**config.mk**
```make
export PLATFORM = sky130hd
export DESIGN_NAME = seg7_scan_driver
export DESIGN_NICKNAME = d
export VERILOG_FILES = /design/src/rtl/seg7_scan_driver.sv
export SDC_FILE = /design/constraint.sdc
export NUM_CORES = 1
export LEC_CHECK = 0
export CORE_ASPECT_RATIO = 1.4
export CORE_MARGIN = 4
export CORE_UTILIZATION = 65
export CTS_BUF_LIST = sky130_fd_sc_hd__clkbuf_4
export CTS_CLUSTER_SIZE = 14
export DETAILED_ROUTE_END_ITERATION = 8
export GPL_ROUTABILITY_DRIVEN = 0
export HOLD_SLACK_MARGIN = 0.02
export PLACE_DENSITY = 0.87
export SKIP_LAST_GASP = 1
export SYNTH_ARGS = -nofsm -noshare
export SYNTH_HDL_FRONTEND = slang
export SYNTH_SLANG_ARGS = --single-unit
```
**constraint.sdc**
```tcl
create_clock -name clk -period 5.66 [get_ports clk]
set_input_delay 0.849 -clock clk [delete_from_list [all_inputs] [get_ports clk]]
set_output_delay 0.849 -clock clk [all_outputs]
set_load 0.02 [all_outputs]
```
**src/rtl/seg7_scan_driver.sv**
```systemverilog
`default_nettype none
// ============================================================================
// Module   : seg7_scan_driver
// Brief    : Multi-digit 7-segment driver. A binary value loaded through a
//            load/ready handshake is converted to BCD by shift-add-3, then
//            the digits are time-multiplexed onto a shared segment bus with
//            optional leading-zero blanking and overflow dashes.
// Revision : 1.0 - initial release
// ============================================================================
module seg7_scan_driver #(
  parameter int DIGITS     = 4,
  parameter int BIN_W      = 14,
  parameter int SCAN_DIV   = 50000,
  parameter int ACTIVE_LOW = 1
) (
  input  logic              clk,
  input  logic              rst_n,
  input  logic              load,
  input  logic [BIN_W-1:0]  bin,
  input  logic              blank_lz,
  output logic              ready,
  output logic              ovf,
  output logic [DIGITS-1:0] an,
  output logic [6:0]        seg
);

  // --------------------------------------------------------------------------
  // Constants
  // --------------------------------------------------------------------------
  localparam int c_acc_w = 4 * DIGITS;
  localparam int c_cnt_w = $clog2(BIN_W + 1);
  localparam int c_pre_w = (SCAN_DIV > 1) ? $clog2(SCAN_DIV) : 1;
  localparam int c_idx_w = (DIGITS > 1) ? $clog2(DIGITS) : 1;

  localparam logic [1:0] c_idle = 2'd0;
  localparam logic [1:0] c_conv = 2'd1;
  localparam logic [1:0] c_done = 2'd2;

  // Level that turns an anode or segment off on the board
  localparam logic c_off = (ACTIVE_LOW != 0);

  localparam logic [c_cnt_w-1:0] c_cnt_last = c_cnt_w'(BIN_W - 1);
  localparam logic [c_pre_w-1:0] c_pre_last = c_pre_w'(SCAN_DIV - 1);
  localparam logic [c_idx_w-1:0] c_idx_last = c_idx_w'(DIGITS - 1);

  function automatic logic [63:0] pow10(input int n);
    logic [63:0] r;
    r = 64'd1;
    for (int i = 0; i < n; i++) begin
      r = r * 64'd10;
    end
    return r;
  endfunction

  // Smallest value that no longer fits in DIGITS decimal digits
  localparam logic [63:0] c_ovf_limit = pow10(DIGITS);

  // --------------------------------------------------------------------------
  // Declarations
  // --------------------------------------------------------------------------
  logic [1:0]          state_q, state_d;
  logic [BIN_W-1:0]    shift_q, shift_d;
  logic [c_acc_w-1:0]  acc_q, acc_d;
  logic [c_acc_w-1:0]  acc_adj;
  logic [c_cnt_w-1:0]  cnt_q, cnt_d;
  logic                ovf_pend_q, ovf_pend_d;
  logic [c_acc_w-1:0]  disp_q, disp_d;
  logic                ovf_q, ovf_d;
  logic [c_pre_w-1:0]  presc_q, presc_d;
  logic [c_idx_w-1:0]  idx_q, idx_d;
  logic [DIGITS-1:0]   an_q, an_d;
  logic [6:0]          seg_q, seg_d;

  logic [DIGITS-1:0]   zero_from;
  logic                zero_run;
  logic [3:0]          cur_nib;
  logic                cur_zero;
  logic                cur_blank;
  logic [6:0]          seg_ah;
  logic [DIGITS-1:0]   an_ah;

  // --------------------------------------------------------------------------
  // Conversion FSM
  // --------------------------------------------------------------------------

  // FSM state register
  always_ff @(posedge clk or negedge rst_n) begin
    if (!rst_n) begin
      state_q <= c_idle;
    end else begin
      state_q <= state_d;
    end
  end

  // FSM next state: one CONV step per bit, then a single DONE cycle
  always_comb begin
    state_d = state_q;
    case (state_q)
      c_idle:  if (load) state_d = c_conv;
      c_conv:  if (cnt_q == c_cnt_last) state_d = c_done;
      c_done:  state_d = c_idle;
      default: state_d = c_idle;
    endcase
  end

  // FSM outputs
  always_comb begin
    ready = (state_q == c_idle);
  end

  // --------------------------------------------------------------------------
  // Double-dabble datapath and display register
  // --------------------------------------------------------------------------

  // Add 3 to every BCD nibble that is 5 or more ahead of the shift
  always_comb begin
    acc_adj = acc_q;
    for (int i = 0; i < DIGITS; i++) begin
      if (acc_q[4*i +: 4] >= 4'd5) begin
        acc_adj[4*i +: 4] = acc_q[4*i +: 4] + 4'd3;
      end
    end
  end

  // Next values for the converter; the display only changes in DONE so a
  // partial result is never visible
  always_comb begin
    shift_d    = shift_q;
    acc_d      = acc_q;
    cnt_d      = cnt_q;
    ovf_pend_d = ovf_pend_q;
    disp_d     = disp_q;
    ovf_d      = ovf_q;
    case (state_q)
      c_idle: begin
        if (load) begin
          shift_d    = bin;
          acc_d      = '0;
          cnt_d      = '0;
          ovf_pend_d = ({{(64-BIN_W){1'b0}}, bin} >= c_ovf_limit);
        end
      end
      c_conv: begin
        acc_d   = {acc_adj[c_acc_w-2:0], shift_q[BIN_W-1]};
        shift_d = shift_q << 1;
        cnt_d   = cnt_q + c_cnt_w'(1);
      end
      c_done: begin
        disp_d = acc_q;
        ovf_d  = ovf_pend_q;
      end
      default: ;
    endcase
  end

  // Converter and display registers
  always_ff @(posedge clk or negedge rst_n) begin
    if (!rst_n) begin
      shift_q    <= '0;
      acc_q      <= '0;
      cnt_q      <= '0;
      ovf_pend_q <= 1'b0;
      disp_q     <= '0;
      ovf_q      <= 1'b0;
    end else begin
      shift_q    <= shift_d;
      acc_q      <= acc_d;
      cnt_q      <= cnt_d;
      ovf_pend_q <= ovf_pend_d;
      disp_q     <= disp_d;
      ovf_q      <= ovf_d;
    end
  end

  assign ovf = ovf_q;

  // --------------------------------------------------------------------------
  // Scan timing
  // --------------------------------------------------------------------------

  // Prescaler wraps at SCAN_DIV-1 and steps the digit index on the wrap
  always_comb begin
    presc_d = presc_q + c_pre_w'(1);
    idx_d   = idx_q;
    if (presc_q == c_pre_last) begin
      presc_d = '0;
      idx_d   = (idx_q == c_idx_last) ? '0 : idx_q + c_idx_w'(1);
    end
  end

  // Prescaler and digit index registers
  always_ff @(posedge clk or negedge rst_n) begin
    if (!rst_n) begin
      presc_q <= '0;
      idx_q   <= '0;
    end else begin
      presc_q <= presc_d;
      idx_q   <= idx_d;
    end
  end

  // --------------------------------------------------------------------------
  // Digit decode and output drive
  // --------------------------------------------------------------------------

  // zero_from[i] is set when nibbles i..DIGITS-1 are all zero
  always_comb begin
    zero_run  = 1'b1;
    zero_from = '0;
    for (int i = DIGITS - 1; i >= 0; i--) begin
      zero_run     = zero_run && (disp_q[4*i +: 4] == 4'd0);
      zero_from[i] = zero_run;
    end
  end

  // Active-high anode and segment pattern for the current digit
  always_comb begin
    cur_nib  = 4'd0;
    cur_zero = 1'b0;
    an_ah    = '0;
    for (int i = 0; i < DIGITS; i++) begin
      if (idx_q == c_idx_w'(i)) begin
        cur_nib  = disp_q[4*i +: 4];
        cur_zero = zero_from[i];
        an_ah[i] = 1'b1;
      end
    end
    cur_blank = blank_lz && (idx_q != '0) && cur_zero;

    case (cur_nib)
      4'd0:    seg_ah = 7'b0111111;
      4'd1:    seg_ah = 7'b0000110;
      4'd2:    seg_ah = 7'b1011011;
      4'd3:    seg_ah = 7'b1001111;
      4'd4:    seg_ah = 7'b1100110;
      4'd5:    seg_ah = 7'b1101101;
      4'd6:    seg_ah = 7'b1111101;
      4'd7:    seg_ah = 7'b0000111;
      4'd8:    seg_ah = 7'b1111111;
      4'd9:    seg_ah = 7'b1101111;
      default: seg_ah = 7'b0000000;
    endcase

    // Overflow dashes take priority over blanking
    if (ovf_q) begin
      seg_ah = 7'b1000000;
    end else if (cur_blank) begin
      seg_ah = 7'b0000000;
    end

    an_d  = an_ah  ^ {DIGITS{c_off}};
    seg_d = seg_ah ^ {7{c_off}};
  end

  // Registered display outputs, reset to the inactive level
  always_ff @(posedge clk or negedge rst_n) begin
    if (!rst_n) begin
      an_q  <= {DIGITS{c_off}};
      seg_q <= {7{c_off}};
    end else begin
      an_q  <= an_d;
      seg_q <= seg_d;
    end
  end

  assign an  = an_q;
  assign seg = seg_q;

endmodule
`default_nettype wire

```
# == Yosys cells after proc, flatten, opt, wreduce, memory -nomap -nowiden ==
# Memory sizes are Yosys's and may differ from the RTL's.
# Index checks and enable logic that the tools add are counted.
# word_totals
in_bits,18
output_inout_bits,13
reg_bits,83
mem_bits_ro,112
n_memories,1
# memory_table
name,depth,word_bits,rd,rd_ports_with_merged_regs,wr,line,text
(no name shown),16,7,1,0,0,230,case (cur_nib)
# classes
eq_ne,9
n_mux,29
add_sub_neg,7
bitwise_logic,2
n_lt_le_gt_ge,5
n_reduce_logical,16
# op_table
op,count
$mux 16,2
$mux 4,8
$pmux 16 s2,1
$pmux 14 s2,1
$add 16x1->16 const B,1
$eq 16x16->1 const B,1
$ge 4x3->1 const B,4
$logic_not 4->1,4
$ge 14x14->1 const B,1
$mux 14,1
$mux 7,2
$add 4x2->4 const B,3
$mux 1,8
$pmux 4 s2,1
$not 7->7,1
$eq 2x2->1 const B,3
$mux 2,3
$reduce_and 2->1,3
$logic_and 1x1->1,5
$add 4x1->4 const B,1
$eq 2x1->1 const B,2
$eq 4x4->1 const B,1
$logic_not 2->1,2
$ne 2x2->1 const B,2
other kinds (6),7

# == Depth between registers and ports, before layout ==
# depth
depth_word,12
mapped_depth,11
depth_no_buf,10

# == Worst setup path after synthesis ==
# Ideal clock, no wire load.
# synth_path
kind,register to register
from,register idx_q[0]
to,register seg_q[4] (netlist: seg[4])
arrival_ps,1861
path_buffers,0
period_less_slack_ps,1941
path_stages_with_launch,9
setup_slack_ps,3719
path_cell_list,dfrtp_1 > ha_1 > nand2b_4 > o22ai_1 > a31oi_4 > inv_1 > ha_1 > mux2_2 > a32oi_1
# synth_via
elab_chain_len,9
word_cells_on_any_way,19
classes_between,3 x eq/ne; 10 x mux; 1 x bitwise; 4 x reduce/logical; 1 x memory
# synth_lines
item,line,text
from (decl),70,"logic [c_idx_w-1:0] idx_q, idx_d;"
from (signal assigned),198,idx_q <= idx_d;
$logic_not 2->1,222,if (idx_q == c_idx_w'(i)) begin
$mux 4 / $mux 1 (equally long branches) (4 in series),222,
$mem_v2 16x7 / $logic_and 1x1->1 (equally long branches),--,
$mux 7 (*),247,end else if (cur_blank) begin
$mux 7 (*),245,if (ovf_q) begin
$not 7->7 (no source line) (*),--,
net seg_d[4],72,"logic [6:0] seg_q, seg_d;"
to (signal assigned),259,seg_q <= {7{c_off}};
to (signal assigned),262,seg_q <= seg_d;
to (decl),72,
# The timed path passes the listed nets; every way through them passes the cells marked *.
# A chain may end at the register's enable or synchronous reset.

# == Worst setup path in the final report ==
# layout_path
from,input port load
to,register acc_q[15]
# layout_via
elab_chain_len,2
# layout_lines
item,line,text
from (decl),18,"input logic load,"
$ne 2x2->1 (no source line),--,
$reduce_and 2->1 (no source line),--,
to (signal assigned),160,acc_q <= '0;
to (signal assigned),167,acc_q <= acc_d;
to (decl),63,"logic [c_acc_w-1:0] acc_q, acc_d;"
# Every way passes these cells.

==> metrics.log <==
INFO  metric run_status = finished, final reports clean
INFO  metric route.vias.total = 2948
INFO  metric cts_sinks = 83
INFO  metric yosysUniqueCellTypes = 54
INFO  metric grt_pass1_vias = 2993
INFO  metric number_of_gates_resized_after_cts = 0
INFO  metric cpMaxStageDelayCell = sky130_fd_sc_hd__nand2_1
INFO  metric stdcell_area = 4513 µm²
INFO  metric holdBufCountCts = 0
INFO  metric postCtsSetupRepairBufs = 0
INFO  metric cts_tree = done
INFO  metric period_needed = 2.615 ns
INFO  metric worst_path_largest_cell_delay = 0.72 ns
INFO  metric rsz0062_at_grt = no
INFO  metric numCtsBuffers = 9
INFO  metric synth_top_cells_by_count = sky130_fd_sc_hd__dfrtp_1, sky130_fd_sc_hd__nor2_1, sky130_fd_sc_hd__nand2_1
INFO  metric placement_rows = 33
INFO  metric slew_headroom = 33.17%
INFO  metric critical-path-top-cell-by-count = sky130_fd_sc_hd__nand2_1
INFO  metric synth_fp_nets = 428
INFO  metric cts.reportedPaths.clkPinSlew = 0.13 ns
INFO  metric worstPathRequired = 6.00 ns
INFO  metric dpl.hpwl = 5323 µm
INFO  metric layout-drive-gt1-share = 12.32%
INFO  metric netlist.area_leader.share = 44.49%
INFO  metric syn-cell-area = 4050 µm²
INFO  metric timing.critical_path.max_delay_family = simple AND/OR/NAND/NOR gates
INFO  metric synthMostInstantiatedCell = sky130_fd_sc_hd__dfrtp_1
INFO  metric pre_cts_slack = 2.577 ns
INFO  metric critPathCaptureType = register
INFO  metric ys_async_sr_fraction = 100.0%
INFO  metric vdd_ir_drop_max = 0.0004430 V
INFO  metric grt_start_max_net_pins = 84
INFO  metric core_area = 5946 µm²
INFO  metric layout-area-overhead-vs-synth = 11.43%
INFO  metric ys_seq_area_share = 51.62%
INFO  metric timing.hold.worst.class = register to register
INFO  metric postSynthAreaPerCell = 10.38 µm²
INFO  metric syn_inst = 390
INFO  metric dieHeight = 101.4 µm
INFO  metric drt_iter0_markers = 131
INFO  metric fp.dieArea = 7576 µm²
INFO  metric crit_buf_inv = 1
INFO  metric grt_first_pass_wirelength = 12990 µm
INFO  metric firstDrtPassIters = 4
INFO  metric total_power = 2.036 mW
INFO  metric worst-path-max-fanout = 28
INFO  metric cellLeakagePower = 1.991 nW
INFO  metric antenna_left = 0
INFO  metric post_synth_main_area_contributors = sky130_fd_sc_hd__dfrtp_1, sky130_fd_sc_hd__dfstp_2, sky130_fd_sc_hd__ha_1
INFO  metric clock-root-buffer = sky130_fd_sc_hd__clkbuf_4
INFO  metric total_of_max_cap_violations = 0
INFO  metric timing.critical_path.cells = clkdlybuf4s50_1 -> nand2_1 -> nand2_1 -> o31ai_1 -> a32o_1
INFO  metric number_of_drc_violations_after_detailed_routing = 0
INFO  metric finalSetupViolCount = 0
INFO  metric clock_tree.buffer_depth = 2
INFO  metric groute.usage.overall = 22.43%
INFO  metric final.setup.worst_slack = 3.045 ns
INFO  metric max_freq = 382.4 MHz
INFO  metric timing.final.max_slew_violations = 0
INFO  metric setup.worst_path.start_class = primary input
INFO  metric place_area = 4377 µm²
INFO  metric power.density = 451.1 nW/µm²
INFO  metric finalSetupTns = 0 ns
INFO  metric total_count_of_hold_check_failures_in_the_final_report = 0
INFO  metric skew = 0.01165 ns
INFO  metric chipWidth = 74.72 µm
INFO  metric numPortBuffers = 30
INFO  metric number_of_enable_type_register_cells_in_the_synthesized_netlist = 0
INFO  metric synth-main-ff-cell = sky130_fd_sc_hd__dfrtp_1
INFO  metric synth_seq_cells = 83
INFO  metric yosys_warnings = 0
INFO  metric minimum_hold_slack = 0.5094 ns
INFO  metric worst-slew-pin-transition = 1.002 ns
INFO  metric latest_clock_arrival_within_the_worst_skew_pair = 0.44 ns
INFO  metric wire_length_per_cell_after_detailed_routing = 15.26 µm
INFO  metric antenna_found_initial = 0
INFO  metric global_route.overflow_total = 0
INFO  metric avgViaCountPerCell = 5.992
INFO  metric nets = 455
INFO  metric floorplan.initialDensity = 68.12%
INFO  metric synth.largest_area_cell = sky130_fd_sc_hd__dfrtp_1
INFO  metric wl = 7509 µm
INFO  metric deepest_level_of_the_cts_h_tree = 3
INFO  metric final_min_period_over_clock_period = 46.20%
INFO  metric ioPinCount = 31
INFO  metric worst_ep_arrival_time = 2.96 ns
INFO  metric worst-setup-path-type = primary input to register
INFO  metric antenna_cells_inserted = 0
## kinds of logic (layout without fill, tap and decap cells)
kind of cell	after synthesis	after routing	share of synthesized area, %
AOI/OAI and AO/OA	81	81	14.06
xor gates and xnor gates	22	22	4.758
adders and majority gates	20	20	6.179
buffers and inverters	37	69	3.676
DFF	83	83	51.62
muxes	12	12	3.275
and+or+nand+nor	135	135	16.44
## where the power goes
| part | internal, mW | total [mW] | switching, mW |
|---|---|---|---|
| clock network | 0.133 | 0.340 | 0.207 |
| registers | 0.781 | 0.920 | 0.138 |
| logic | 0.335 | 0.777 | 0.441 |
## cell usage in the layout, fill, tap and decap left out, types with 2 or more instances in the layout
cell and count:
sky130_fd_sc_hd__dfrtp_1 72, sky130_fd_sc_hd__nor2_1 48, sky130_fd_sc_hd__nand2_1 29, sky130_fd_sc_hd__clkdlybuf4s50_1 29
sky130_fd_sc_hd__o21ai_0 28, sky130_fd_sc_hd__nand3_1 25, sky130_fd_sc_hd__inv_1 21, sky130_fd_sc_hd__ha_1 20
sky130_fd_sc_hd__o22ai_1 13, sky130_fd_sc_hd__xor2_1 13, sky130_fd_sc_hd__dfstp_2 11, sky130_fd_sc_hd__mux2_2 10
sky130_fd_sc_hd__a21oi_1 10, sky130_fd_sc_hd__xnor2_1 9, sky130_fd_sc_hd__clkbuf_4 9, sky130_fd_sc_hd__nand2b_1 6
sky130_fd_sc_hd__nand4_1 5, sky130_fd_sc_hd__o31ai_1 4, sky130_fd_sc_hd__a32o_1 4, sky130_fd_sc_hd__nor2b_1 3
sky130_fd_sc_hd__o211ai_1 3, sky130_fd_sc_hd__nor4_1 3, sky130_fd_sc_hd__a22oi_1 3, sky130_fd_sc_hd__o32ai_1 3
sky130_fd_sc_hd__a31oi_4 2, sky130_fd_sc_hd__or4b_1 2, sky130_fd_sc_hd__mux2i_1 2, sky130_fd_sc_hd__a32oi_1 2
sky130_fd_sc_hd__clkinv_4 2, sky130_fd_sc_hd__clkinv_2 2, sky130_fd_sc_hd__buf_4 2
## path summary, 6_finish.rpt
check                             from     endpoint  slack [ns]  cells past startpoint
min                        presc_q[15]  presc_q[15]        0.51                      1
max                               load    acc_q[15]        3.04                      5
min reg2reg                presc_q[15]  presc_q[15]        0.51                      1
max reg2reg                 state_q[0]    acc_q[15]        3.27                      5
max in group asynchronous        rst_n    acc_q[10]        4.45                      1
min in group asynchronous        rst_n   presc_q[7]        0.52                      1
## metrics by stage
step | std cells | util (%)
6_report | 492 | 75.90
5_1_grt | 492 | 75.90
4_1_cts | 492 | 75.90
3_5_place_dp | 476 | 73.61
3_3_place_gp | 476 | 73.61
2_1_floorplan | 390 | -
## sequential cells by signal, summed over array words and instances (netlist names), 2 cells and up
name	flops
acc_q	16
state_q	2
presc_q	16
shift_q	14
disp_q	16
an	4
cnt_q	4
idx_q	2
seg	7
## metal layers
| layer | GRT usage [%] | routed length [µm] | up-vias |
|---|---|---|---|
| li1 | - | - | 1416 |
| met1 | 24.88 | 2949 | 1437 |
| met2 | 40.28 | 4009 | 77 |
| met3 | 3.178 | 287 | 18 |
| met4 | 12.19 | 262 | 0 |
| met5 | 0 | 0 | - |
## layout make-up
cell class                      count  area, µm²
Clock inverter                      7      68.82
Clock buffer                        9      67.56
Timing Repair Buffer               31      305.3
Multi-Input combinational cell    270       1810
Fill cell                         414       1433
Tap cell                           70      87.58
Inverter                           22      82.58
Sequential cell                    83       2091
Note: power is estimated with default switching activity, not from simulation.
